[src/rtl/usb_buf_pkg.sv]
// Shared constants and types for the USB payload byte buffer.
// Imported by the buffer top and its storage sub-module.
package usb_buf_pkg;

    localparam int BUF_DEPTH  = 64;
    localparam int BUF_DATA_W = 8;
    localparam int BUF_OCC_W  = 7;
    localparam int BUF_PTR_W  = 6;

    typedef enum logic [1:0] {
        POP_NONE = 2'd0,
        POP_AHB  = 2'd1,
        POP_TX   = 2'd2
    } pop_side_e;

endpackage

[src/rtl/usb_buffer_ram.sv]
// Byte storage for the USB buffer: one write port, one registered read port.
// Kept separate so it can later be swapped for a RAM macro.
module usb_buffer_ram
    import usb_buf_pkg::*;
#(
    parameter int DEPTH  = BUF_DEPTH,
    parameter int DATA_W = BUF_DATA_W,
    parameter int PTR_W  = $clog2(DEPTH)
) (
    input  logic              clk,
    input  logic              n_rst,
    input  logic              we_i,
    input  logic [PTR_W-1:0]  waddr_i,
    input  logic [DATA_W-1:0] wdata_i,
    input  logic              re_i,
    input  logic [PTR_W-1:0]  raddr_i,
    output logic [DATA_W-1:0] rdata_o
);

    logic [DATA_W-1:0] mem_q [DEPTH];
    logic [DATA_W-1:0] rdata_q;

    always_ff @(posedge clk) begin
        if (we_i) begin
            mem_q[waddr_i] <= wdata_i;
        end
    end

    // Read sees the pre-write contents when both ports hit one entry.
    always_ff @(posedge clk or negedge n_rst) begin
        if (!n_rst) begin
            rdata_q <= '0;
        end else if (re_i) begin
            rdata_q <= mem_q[raddr_i];
        end
    end

    assign rdata_o = rdata_q;

endmodule

[src/rtl/usb_data_buffer.sv]
// Shared byte FIFO between the AHB USB slave and the TX/RX packet engines.
// Handles push/pop arbitration, occupancy, sticky error flags and flush.
module usb_data_buffer
    import usb_buf_pkg::*;
#(
    parameter int DEPTH  = BUF_DEPTH,
    parameter int DATA_W = BUF_DATA_W,
    parameter int OCC_W  = BUF_OCC_W
) (
    input  logic              clk,
    input  logic              n_rst,
    input  logic              clear,
    input  logic              flush,
    input  logic              store_tx_data,
    input  logic [DATA_W-1:0] tx_data,
    input  logic              get_rx_data,
    output logic [DATA_W-1:0] rx_data,
    input  logic              store_rx_packet_data,
    input  logic [DATA_W-1:0] rx_packet_data,
    input  logic              get_tx_packet_data,
    output logic [DATA_W-1:0] tx_packet_data,
    output logic [OCC_W-1:0]  buffer_occupancy,
    output logic              overflow,
    output logic              underflow
);

    localparam int PTR_W = $clog2(DEPTH);

    logic [PTR_W-1:0]  wptr_q, wptr_d;
    logic [PTR_W-1:0]  rptr_q, rptr_d;
    logic [OCC_W-1:0]  count_q, count_d;
    logic              ovf_q, ovf_d;
    logic              udf_q, udf_d;
    pop_side_e         side_q, side_d;
    logic [DATA_W-1:0] rx_hold_q, rx_hold_d;
    logic [DATA_W-1:0] tx_hold_q, tx_hold_d;

    logic              flush_req;
    logic              full, empty;
    logic              push, pop;
    logic              push_ok, pop_ok;
    logic [DATA_W-1:0] push_byte;
    logic [DATA_W-1:0] ram_rdata;

    assign flush_req = clear | flush;
    assign full      = (count_q == OCC_W'(DEPTH));
    assign empty     = (count_q == '0);
    assign push      = store_tx_data | store_rx_packet_data;
    assign pop       = get_rx_data | get_tx_packet_data;
    assign push_byte = store_tx_data ? tx_data : rx_packet_data;

    // A full buffer still accepts a push when a pop frees a slot this cycle.
    assign pop_ok  = pop & ~empty & ~flush_req;
    assign push_ok = push & (~full | pop_ok) & ~flush_req;

    always_comb begin
        wptr_d    = wptr_q;
        rptr_d    = rptr_q;
        count_d   = count_q;
        ovf_d     = ovf_q;
        udf_d     = udf_q;
        side_d    = POP_NONE;
        rx_hold_d = rx_hold_q;
        tx_hold_d = tx_hold_q;
        if (side_q == POP_AHB) begin
            rx_hold_d = ram_rdata;
        end
        if (side_q == POP_TX) begin
            tx_hold_d = ram_rdata;
        end
        if (flush_req) begin
            wptr_d  = '0;
            rptr_d  = '0;
            count_d = '0;
            ovf_d   = 1'b0;
            udf_d   = 1'b0;
        end else begin
            if (push_ok) begin
                wptr_d = wptr_q + 1'b1;
            end
            if (pop_ok) begin
                rptr_d = rptr_q + 1'b1;
                side_d = get_tx_packet_data ? POP_TX : POP_AHB;
            end
            count_d = count_q + OCC_W'(push_ok) - OCC_W'(pop_ok);
            if ((push & ~push_ok) |
                (store_tx_data & store_rx_packet_data)) begin
                ovf_d = 1'b1;
            end
            if ((pop & empty) |
                (get_tx_packet_data & get_rx_data)) begin
                udf_d = 1'b1;
            end
        end
    end

    always_ff @(posedge clk or negedge n_rst) begin
        if (!n_rst) begin
            wptr_q    <= '0;
            rptr_q    <= '0;
            count_q   <= '0;
            ovf_q     <= 1'b0;
            udf_q     <= 1'b0;
            side_q    <= POP_NONE;
            rx_hold_q <= '0;
            tx_hold_q <= '0;
        end else begin
            wptr_q    <= wptr_d;
            rptr_q    <= rptr_d;
            count_q   <= count_d;
            ovf_q     <= ovf_d;
            udf_q     <= udf_d;
            side_q    <= side_d;
            rx_hold_q <= rx_hold_d;
            tx_hold_q <= tx_hold_d;
        end
    end

    usb_buffer_ram #(
        .DEPTH  (DEPTH),
        .DATA_W (DATA_W),
        .PTR_W  (PTR_W)
    ) u_ram (
        .clk     (clk),
        .n_rst   (n_rst),
        .we_i    (push_ok),
        .waddr_i (wptr_q),
        .wdata_i (push_byte),
        .re_i    (pop_ok),
        .raddr_i (rptr_q),
        .rdata_o (ram_rdata)
    );

    // The RAM read register carries the newest byte; each side otherwise
    // shows its own held copy so the other side's pops do not disturb it.
    assign rx_data          = (side_q == POP_AHB) ? ram_rdata : rx_hold_q;
    assign tx_packet_data   = (side_q == POP_TX) ? ram_rdata : tx_hold_q;
    assign buffer_occupancy = count_q;
    assign overflow         = ovf_q;
    assign underflow        = udf_q;

endmodule

[config.mk]
export PLATFORM = sky130hd
export DESIGN_NAME = usb_data_buffer
export DESIGN_NICKNAME = d
export VERILOG_FILES = /design/src/rtl/usb_buf_pkg.sv /design/src/rtl/usb_buffer_ram.sv /design/src/rtl/usb_data_buffer.sv
export SDC_FILE = /design/constraint.sdc
export NUM_CORES = 1
export LEC_CHECK = 0
export ABC_CLOCK_PERIOD_IN_PS = 5800
export CAP_MARGIN = 20
export CORE_MARGIN = 2
export CORE_UTILIZATION = 52
export CTS_BUF_LIST = sky130_fd_sc_hd__clkbuf_8
export CTS_CLUSTER_SIZE = 30
export DETAILED_ROUTE_END_ITERATION = 12
export DONT_BUFFER_PORTS = 1
export PLACE_DENSITY = 0.68
export SLEW_MARGIN = 20
export SYNTH_ARGS = -nofsm -noshare
export SYNTH_HDL_FRONTEND = slang
export SYNTH_SLANG_ARGS = --single-unit
export TNS_END_PERCENT = 100
[constraint.sdc]
create_clock -name clk -period 5.8 [get_ports clk]
set_input_delay 0.29 -clock clk [delete_from_list [all_inputs] [get_ports clk]]
set_output_delay 0.29 -clock clk [all_outputs]
set_load 0.05 [all_outputs]
==> Implementation_results.wiki, run 1 <==
{| class="wikitable"
! Metric !! Value
|-
| Basic-gate share of the synthesized area counting and, or, nand and nor cells || 5.006%
|-
| Max-cap violation count || 0
|-
| Worst hold path type || primary input to register
|-
| Post-synth EDFFs || 512
|-
| I/O pin count || 49
|-
| Unrepaired setup endpoints after global routing || no
|-
| Largest family of logic cells by synthesized area || multiplexers
|-
| Worst Setup Path Type || register to register
|-
| Largest stage delay on the critical path || 0.67 ns
|-
| Maximum number of pins on one net before global-route repair || 77
|-
| Post-synthesis xor/xnor area fraction || 0.4725%
|-
| GRT Resource Usage Total || 22.02%
|-
| Netlist Area Pre-Place || 22240 um2
|-
| Final HPWL from detailed placement || 27.70 mm
|-
| Crit path arrival time || 4.69 ns
|-
| Net count after synthesis || 1262
|-
| 1st-iter DRT viols || 1234
|-
| Worst R2R End || buffer_occupancy[6]$_DFF_PN0_
|-
| Starting density of the core || 52.91%
|-
| Cell taking the most area after synthesis || sky130_fd_sc_hd__edfxtp_1
|-
| Complex-gate fraction of the synthesized area || 3.268%
|-
| FMAX || 242.5 MHz
|-
| Layout overhead on the synthesized area || 9.635%
|-
| Internal power summed over all cells || 6.618 mW
|-
| # setup viols final || 0
|-
| Proportion of total power due to net switching || 27.22%
|-
| Average cell area after synthesis || 18.14 um2
|-
| Post-CTS Setup Repair Bufs || 0
|-
| Final standard cell count with taps included and fillers excluded || 1880
|-
| Utilization of the core after routing || 58.01%
|-
| VDD IR-drop max || 0.0002456 V
|-
| Number of rows in the core area || 75
|-
| Clock slew at the register clock pins of the worst setup and hold paths || 0.06 ns
|-
| Result of the run || complete, no violations
|-
| CTS H-Tree Depth || 3
|-
| Synthesized-area fraction occupied by adder cells || 0.7987%
|-
| Detail-routed via count per cell || 6.005
|-
| Slew Viols, Final || 0
|-
| Total congestion overflow || 0
|-
| Most instantiated flip-flop cell in the synthesis netlist || sky130_fd_sc_hd__edfxtp_1
|-
| Area of the core region || 42040 um2
|-
| Clock latency on the worst-skew pair || 0.64 ns
|-
| Total negative slack || 0 ns
|-
| Period utilization || 71.09%
|-
| Maximum root-to-sink buffer count || 3
|-
| Post-synthesis register bit count || 559
|-
| Last element of the critical path || buffer_occupancy[6]$_DFF_PN0_
|-
| TritonRoute pass-1 iters || 5
|-
| Multiplexer area fraction after synthesis || 14.17%
|-
| Measured slew at the worst slew-check pin || 0.9113 ns
|-
| Cells after Synth || 1226
|-
| Period minus WS final || 4.123 ns
|-
| Net switching power figure || 2.475 mW
|-
| Overall die width || 210.8 um
|-
| Portion of the post-synthesis area used by sequential elements || 74.41%
|-
| # nets final || 1310
|-
| Port-buffer cells || 0
|-
| Count of different cell masters after synthesis || 50
|-
| Required time at the endpoint of the critical path || 6.36 ns
|-
| Count of hold-fix buffers inserted at cts || 9
|-
| Top area cells in the synthesized netlist || sky130_fd_sc_hd__edfxtp_1 69%, sky130_fd_sc_hd__mux4_2 8.9%, sky130_fd_sc_hd__dfrtp_1 5.3%
|-
| Slack of the worst reg-to-reg path || 1.68 ns
|-
| Clock buffer count from CTS || 88
|-
| Antenna Violating Nets Remaining || 0
|-
| Hold Slack || 0.03965 ns
|-
| Initial antenna violation count || 0
|-
| Drt wl/cell || 25.37 um
|-
| Share of power burned in the clock network || 33.2%
|-
| Number of diodes || 0
|-
| CTS tree || yes
|-
| R2R Path Start || buffer_occupancy[5]$_DFF_PN0_
|-
| Startpoint type of the worst setup path || register
|-
| Cells traversed along the worst timing path || inv_1 > ha_1 > and4bb_1 > and2b_1 > nor3_4 > ha_1 > inv_1 > ha_1 > inv_1 > fa_1 > nand2b_1 > a21oi_1 > o21ai_0 > a21oi_1 > o21ai_0 > a21oi_1
|-
| Worst-case reg-to-reg path depth || 16
|-
| Global-route wire length before repair || 72.13 mm
|-
| Total DRC errors in the routed layout || 0
|-
| Die height || 210.8 um
|-
| Ys async rst share || 8.408%
|-
| Total number of clock tree sinks || 559
|-
| Leakage power figure || 7.621 nW
|-
| Number of warnings issued by yosys || 0
|-
| Clock tree root driver cell || sky130_fd_sc_hd__clkbuf_8
|-
| Most common cell after layout, fill and taps aside || sky130_fd_sc_hd__edfxtp_1
|-
| Commonest cells after routing, fill and taps aside || 512 x sky130_fd_sc_hd__edfxtp_1, 110 x sky130_fd_sc_hd__nor2_1, 92 x sky130_fd_sc_hd__clkbuf_8
|-
| Setup crit end kind || register
|-
| Final wirelength || 47.70 mm
|-
| Placer's final routability congestion estimate || 0.8263
|-
| Worst clock skew || 0.02596 ns
|-
| Via count of the first global-routing pass || 11460
|-
| Cell area power density || 372.8 nW/um2
|-
| Share of total power in sequential cells || 51.6%
|-
| Via count || 11290
|-
| Number of placed instances with taps included || 1714
|-
| Share of the synthesized area in the top cell type || 69.12%
|-
| Die footprint || 44450 um2
|-
| Proportion of layout cells with a drive suffix above 1 || 18.49%
|-
| Power share of the combinational group || 15.2%
|-
| Number of cells upsized or downsized after cts || 0
|-
| Final count of hold timing violations || 0
|-
| Maximum fanout encountered on the critical timing path || 19
|-
| Standard cell with the maximum stage delay on the critical path || sky130_fd_sc_hd__dfrtp_1
|-
| Critical path launch point || buffer_occupancy[5]$_DFF_PN0_
|-
| Relative slew margins || 39.25%
|}
[worst min path at each step]
stage | start | to | slack [ns] | depth (start not counted)
3_5_place_dp | n_rst | tx_hold_q[0]$_DFF_PN0_ | -0.005 | 0
6_report | get_tx_packet_data | side_q[0]$_DFF_PN0_ | 0.04 | 2
4_1_cts | get_tx_packet_data | side_q[0]$_DFF_PN0_ | 0.01 | 2
5_1_grt | get_tx_packet_data | side_q[0]$_DFF_PN0_ | 0.04 | 2
2_1_floorplan | n_rst | buffer_occupancy[0]$_DFF_PN0_ | -0.006 | 0
3_3_place_gp | n_rst | rx_hold_q[0]$_DFF_PN0_ | -0.004 | 0
[layout make-up]
cell class | instances | area, um2
fillers | 3122 | 17650
flip-flops and latches | 559 | 16560
multi-input cells | 588 | 5279
clock buffers | 92 | 1266
well taps | 539 | 674.4
clock inverters | 65 | 315.3
repair buffers | 24 | 245.2
inverters | 13 | 48.80
[critical path, delay by kind of cell (launching register included)]
family	cells	cell delay, ns
AND/OR/NAND/NOR	4	1.25
adder cells (fa/ha/maj)	4	1.12
buffers and inverters	3	0.25
flip-flops	1	0.67
AO/OA/AOI/OAI	5	0.74
[synth_stat cells (3+ instances only)]
| master | count |
|---|---|
| sky130_fd_sc_hd__dfrtp_1 | 47 |
| sky130_fd_sc_hd__buf_6 | 9 |
| sky130_fd_sc_hd__xor2_1 | 6 |
| sky130_fd_sc_hd__a22oi_1 | 24 |
| sky130_fd_sc_hd__a21oi_1 | 23 |
| sky130_fd_sc_hd__nand4_1 | 3 |
| sky130_fd_sc_hd__buf_4 | 6 |
| sky130_fd_sc_hd__inv_1 | 12 |
| sky130_fd_sc_hd__o41ai_1 | 8 |
| sky130_fd_sc_hd__buf_2 | 22 |
| sky130_fd_sc_hd__buf_1 | 10 |
| sky130_fd_sc_hd__mux2i_1 | 81 |
| sky130_fd_sc_hd__a31oi_1 | 8 |
| sky130_fd_sc_hd__nand3_1 | 43 |
| sky130_fd_sc_hd__ha_1 | 11 |
| sky130_fd_sc_hd__nor2_1 | 110 |
| sky130_fd_sc_hd__and2_1 | 4 |
| sky130_fd_sc_hd__xnor2_1 | 6 |
| sky130_fd_sc_hd__mux4_2 | 88 |
| sky130_fd_sc_hd__nor2b_1 | 6 |
| sky130_fd_sc_hd__nor2_2 | 3 |
| sky130_fd_sc_hd__nand3b_1 | 3 |
| sky130_fd_sc_hd__o21ai_0 | 10 |
| sky130_fd_sc_hd__nand2_1 | 56 |
| sky130_fd_sc_hd__mux2_2 | 32 |
| sky130_fd_sc_hd__nand2b_1 | 8 |
| sky130_fd_sc_hd__a221oi_1 | 8 |
| sky130_fd_sc_hd__edfxtp_1 | 512 |
| sky130_fd_sc_hd__o22ai_1 | 17 |
| sky130_fd_sc_hd__o21ai_1 | 10 |
| sky130_fd_sc_hd__clkbuf_1 | 17 |
[through the flow]
step                      worst slack [ns]  area [um2]  total power, mW
final                                1.677       24390            9.092
after CTS                            1.709       24380            9.157
after detailed placement             1.740       22700            6.145
after floorplan                      2.140       22240            5.875
after global placement               1.837       22700            6.127
after global routing                 1.344       24390            9.435
[sequential cells by signal (all words and copies together) (netlist names)]
signal,flops
tx_hold_q,8
rx_hold_q,8
side_q,2
buffer_occupancy,7
underflow,1
u_ram.rdata_o,8
u_ram.mem_q,512
overflow,1
rptr_q,6
wptr_q,6
[logic make-up after synthesis]
logic type / count (synthesis)
buffers and inverters: 79
muxes: 201
DFF: 559
xor gates and xnor gates: 12
adders and majority gates: 14
and+or+nand+nor: 249
AOI/OAI and AO/OA: 112
[power by group through the flow]
stage          Combinational (mW)  Sequential [mW]  Clock [mW]
2_1_floorplan                1.18             4.70           0
3_3_place_gp                 1.36             4.77           0
3_5_place_dp                 1.37             4.78           0
4_1_cts                      1.39             4.69        3.07
5_1_grt                      1.48             4.71        3.25
6_report                     1.38             4.69        3.02
[layer usage]
metal	wire, um	track usage [%]	up-vias
li1	-	-	4959
met1	20880	32.12	5831
met2	22500	34.40	442
met3	3488	4.089	57
met4	830	6.387	0
met5	0	0	-
Note: power is estimated with default switching activity, not from simulation.
==> run 2: changes to the inputs <==
--- a/config.mk
+++ b/config.mk
@@ -5,7 +5,8 @@
 export SDC_FILE = /design/constraint.sdc
 export NUM_CORES = 1
 export LEC_CHECK = 0
-export ABC_CLOCK_PERIOD_IN_PS = 5800
+export ABC_AREA = 1
+export ABC_CLOCK_PERIOD_IN_PS = 3600
 export CAP_MARGIN = 20
 export CORE_MARGIN = 2
 export CORE_UTILIZATION = 52
@@ -13,7 +14,7 @@
 export CTS_CLUSTER_SIZE = 30
 export DETAILED_ROUTE_END_ITERATION = 12
 export DONT_BUFFER_PORTS = 1
-export PLACE_DENSITY = 0.68
+export PLACE_DENSITY = 0.71
 export SLEW_MARGIN = 20
 export SYNTH_ARGS = -nofsm -noshare
 export SYNTH_HDL_FRONTEND = slang
==> constraint.sdc (replaced) <==
create_clock -name clk -period 3.6 [get_ports clk]
set_input_delay 0.18 -clock clk [delete_from_list [all_inputs] [get_ports clk]]
set_output_delay 0.18 -clock clk [all_outputs]
set_load 0.05 [all_outputs]
==> Implementation_results.wiki, run 2 <==
{| class="wikitable"
! Metric !! Value
|-
| Startpoint type of the worst setup path || register
|-
| Net switching power figure || 4.552 mW
|-
| Netlist Area Pre-Place || 24740 um2
|-
| Clock buffer count from CTS || 88
|-
| Worst-case reg-to-reg path depth || 23
|-
| Layout overhead on the synthesized area || 9.259%
|-
| Most common cell after layout, fill and taps aside || sky130_fd_sc_hd__nand2_1
|-
| Share of total power in sequential cells || 48.9%
|-
| Drt wl/cell || 18.18 um
|-
| Final HPWL from detailed placement || 34.06 mm
|-
| Post-CTS Setup Repair Bufs || 0
|-
| Total number of clock tree sinks || 559
|-
| Worst hold path type || primary input to async pin
|-
| Setup crit end kind || register
|-
| Worst Setup Path Type || register to register
|-
| Worst clock skew || 0.03000 ns
|-
| Antenna Violating Nets Remaining || 0
|-
| Share of the synthesized area in the top cell type || 62.14%
|-
| # nets final || 2484
|-
| GRT Resource Usage Total || 23.44%
|-
| Final count of hold timing violations || 0
|-
| Internal power summed over all cells || 10.58 mW
|-
| Relative slew margins || 24.47%
|-
| Slack of the worst reg-to-reg path || 0.33 ns
|-
| Detail-routed via count per cell || 5.371
|-
| Die footprint || 49340 um2
|-
| Placer's final routability congestion estimate || 0.8916
|-
| Crit path arrival time || 3.80 ns
|-
| Post-synthesis register bit count || 559
|-
| Proportion of layout cells with a drive suffix above 1 || 9.022%
|-
| Period minus WS final || 3.271 ns
|-
| Starting density of the core || 52.92%
|-
| Number of rows in the core area || 79
|-
| Maximum fanout encountered on the critical timing path || 4
|-
| Initial antenna violation count || 1
|-
| Required time at the endpoint of the critical path || 4.13 ns
|-
| CTS tree || yes
|-
| Period utilization || 90.86%
|-
| Worst R2R End || buffer_occupancy[6]$_DFF_PN0_
|-
| Portion of the post-synthesis area used by sequential elements || 66.89%
|-
| R2R Path Start || buffer_occupancy[2]$_DFF_PN0_
|-
| Clock latency on the worst-skew pair || 0.65 ns
|-
| Number of warnings issued by yosys || 0
|-
| Cell taking the most area after synthesis || sky130_fd_sc_hd__edfxtp_1
|-
| Maximum root-to-sink buffer count || 3
|-
| Cell area power density || 559.7 nW/um2
|-
| Clock slew at the register clock pins of the worst setup and hold paths || 0.06 ns
|-
| Fillers || 3834
|-
| Net count after synthesis || 2460
|-
| Average cell area after synthesis || 10.21 um2
|-
| VDD IR-drop max || 0.0005223 V
|-
| Measured slew at the worst slew-check pin || 1.125 ns
|-
| Top register by number of flip-flops || u_ram.mem_q
|-
| Die height || 222.1 um
|-
| Total DRC errors in the routed layout || 0
|-
| Area of the core region || 46750 um2
|-
| Cells after Synth || 2424
|-
| Post-synth EDFFs || 512
|-
| Total congestion overflow || 0
|-
| Ys async rst share || 8.408%
|-
| Power share of the combinational group || 18.6%
|-
| Global-route wire length before repair || 88.99 mm
|-
| # setup viols final || 0
|-
| Result of the run || complete, no violations
|-
| Port-buffer cells || 0
|-
| TritonRoute pass-1 iters || 5
|-
| Top area cells in the synthesized netlist || sky130_fd_sc_hd__edfxtp_1 62%, sky130_fd_sc_hd__nand2_1 14%, sky130_fd_sc_hd__nand3_1 5.4%
|-
| Most repeated cell in the gate-level netlist after synthesis || sky130_fd_sc_hd__nand2_1
|-
| Placement Cell Area || 25280 um2
|-
| Share of power burned in the clock network || 32.5%
|-
| Ranking of synthesized cells by instance count || 907 x sky130_fd_sc_hd__nand2_1, 512 x sky130_fd_sc_hd__edfxtp_1, 285 x sky130_fd_sc_hd__inv_1
|-
| Via count of the first global-routing pass || 16340
|-
| Count of different cell masters after synthesis || 35
|-
| Most instantiated flip-flop cell in the synthesis netlist || sky130_fd_sc_hd__edfxtp_1
|-
| Via count || 16780
|-
| Clock tree root driver cell || sky130_fd_sc_hd__clkbuf_8
|-
| 1st-iter DRT viols || 1722
|-
| I/O pin count || 49
|-
| FMAX || 305.7 MHz
|-
| Unrepaired setup endpoints after global routing || no
|-
| Final wirelength || 56.79 mm
|-
| Overall die width || 222.1 um
|-
| Proportion of total power due to net switching || 30.08%
|-
| Slew Viols, Final || 0
|-
| Leakage power figure || 11.28 nW
|-
| Max-cap violation count || 0
|-
| Commonest cells after routing, fill and taps aside || 899 x sky130_fd_sc_hd__nand2_1, 512 x sky130_fd_sc_hd__edfxtp_1, 313 x sky130_fd_sc_hd__inv_1
|-
| Number of flip-flops under the largest register name || 512
|-
| CTS H-Tree Depth || 3
|-
| Final Instance Area || 27030 um2
|-
| Total negative slack || 0 ns
|-
| Maximum number of pins on one net before global-route repair || 161
|}
run 2: changes by cell type in the layout (fill, tap and decap cells not counted), moves of 13 or more:
cell                       delta
sky130_fd_sc_hd__nand2_1    +843
sky130_fd_sc_hd__inv_1      +265
sky130_fd_sc_hd__nand3_1    +225
sky130_fd_sc_hd__mux4_2      -88
sky130_fd_sc_hd__mux2i_1     -81
sky130_fd_sc_hd__mux2_2      -32
sky130_fd_sc_hd__o211ai_1    +31
sky130_fd_sc_hd__or2_2       +30
sky130_fd_sc_hd__a22oi_1     -24
sky130_fd_sc_hd__buf_4       +24
sky130_fd_sc_hd__or2_1       +20
sky130_fd_sc_hd__o22ai_1     -16
sky130_fd_sc_hd__a21oi_1     -13
run 2: worst max-delay path by stage:
stage | start | slack [ns] | to
after global routing | buffer_occupancy[2]$_DFF_PN0_ | 0.04 | buffer_occupancy[6]$_DFF_PN0_
after global placement | buffer_occupancy[2]$_DFF_PN0_ | 0.32 | buffer_occupancy[6]$_DFF_PN0_
final | buffer_occupancy[2]$_DFF_PN0_ | 0.33 | buffer_occupancy[6]$_DFF_PN0_
after CTS | buffer_occupancy[3]$_DFF_PN0_ | 0.31 | buffer_occupancy[6]$_DFF_PN0_
after floorplan | buffer_occupancy[4]$_DFF_PN0_ | 0.11 | buffer_occupancy[6]$_DFF_PN0_
after detailed placement | buffer_occupancy[3]$_DFF_PN0_ | 0.33 | buffer_occupancy[6]$_DFF_PN0_
run 2: area by class of cell:
cell class,count,area [um2],share of cell area (%)
sequential,559,16560,61.26
multi-input combinational,1453,6455,23.88
clock buffer,99,1363,5.040
inverter,290,1094,4.045
tap,607,759.5,2.809
timing repair buffer,56,555.5,2.055
clock inverter,59,245.2,0.9072
antenna,1,2.502,0.009257
run 2: per-stage QoR:
step / utilization [%] / worst slack, ns / hold WS [ns] / cells / power (mW)
4_1_cts: 57.80 / 0.3054 / 0.03033 / 3123 / 15.18
5_1_grt: 57.82 / 0.03633 / 0.04159 / 3124 / 15.81
3_5_place_dp: 54.07 / 0.3262 / -0.1147 / 2953 / 10.29
6_report: 57.82 / 0.3289 / 0.03669 / 3124 / 15.13
2_1_floorplan: - / 0.1082 / -0.1156 / 2424 / 9.699
3_3_place_gp: 54.07 / 0.3235 / -0.1145 / 2953 / 10.23
run 2: kinds of logic after synthesis:
family,share of synthesized area (%)
fa+ha+maj,0.6372
compound gates,2.523
xor+xnor,0.1416
simple gates,22.69
flops,66.89
buf+inv,7.120
run 2: worst max-delay path: stages (launching register included):
cell and delay (ns):
sky130_fd_sc_hd__dfrtp_1 0.37, sky130_fd_sc_hd__inv_1 0.08, sky130_fd_sc_hd__ha_1 0.15, sky130_fd_sc_hd__inv_1 0.05
sky130_fd_sc_hd__nor3_2 0.23, sky130_fd_sc_hd__nand2_1 0.15, sky130_fd_sc_hd__o211ai_2 0.09, sky130_fd_sc_hd__nand3_1 0.10
sky130_fd_sc_hd__nand2_2 0.08, sky130_fd_sc_hd__inv_2 0.07, sky130_fd_sc_hd__nand2_2 0.09, sky130_fd_sc_hd__ha_1 0.23
sky130_fd_sc_hd__inv_1 0.06, sky130_fd_sc_hd__ha_1 0.16, sky130_fd_sc_hd__inv_1 0.06, sky130_fd_sc_hd__fa_1 0.43
sky130_fd_sc_hd__nor2_1 0.11, sky130_fd_sc_hd__o21ai_0 0.10, sky130_fd_sc_hd__a21boi_1 0.19, sky130_fd_sc_hd__nor2_1 0.06
sky130_fd_sc_hd__nor2_1 0.11, sky130_fd_sc_hd__o21ai_0 0.09, sky130_fd_sc_hd__nand2_1 0.07, sky130_fd_sc_hd__nor2_1 0.04
run 2: power groups by stage:
stage | registers [mW] | logic [mW] | clock network, mW
global placement | 7.53 | 2.71 | 0
global route | 7.41 | 3.14 | 5.26
finish | 7.40 | 2.82 | 4.91
CTS | 7.40 | 2.80 | 4.98
floorplan | 7.55 | 2.15 | 0
detailed placement | 7.53 | 2.76 | 0
run 2: per-layer routing:
layer | GRT usage, % | vias to the layer above | routed length, um
met2 | 37.82 | 670 | 26530
met5 | 0 | - | 0
met3 | 4.771 | 150 | 4527
met1 | 31.16 | 8004 | 23570
li1 | - | 7955 | -
met4 | 9.743 | 0 | 2159
run 2: what timing repair did:
| item | 4_1_cts | 5_1_grt |
|---|---|---|
| hold endpoints to repair | 74 | 0 |
| resized for setup | 0 | 1 |
| hold buffers | 12 | 0 |
| setup endpoints to repair | 0 | 1 |
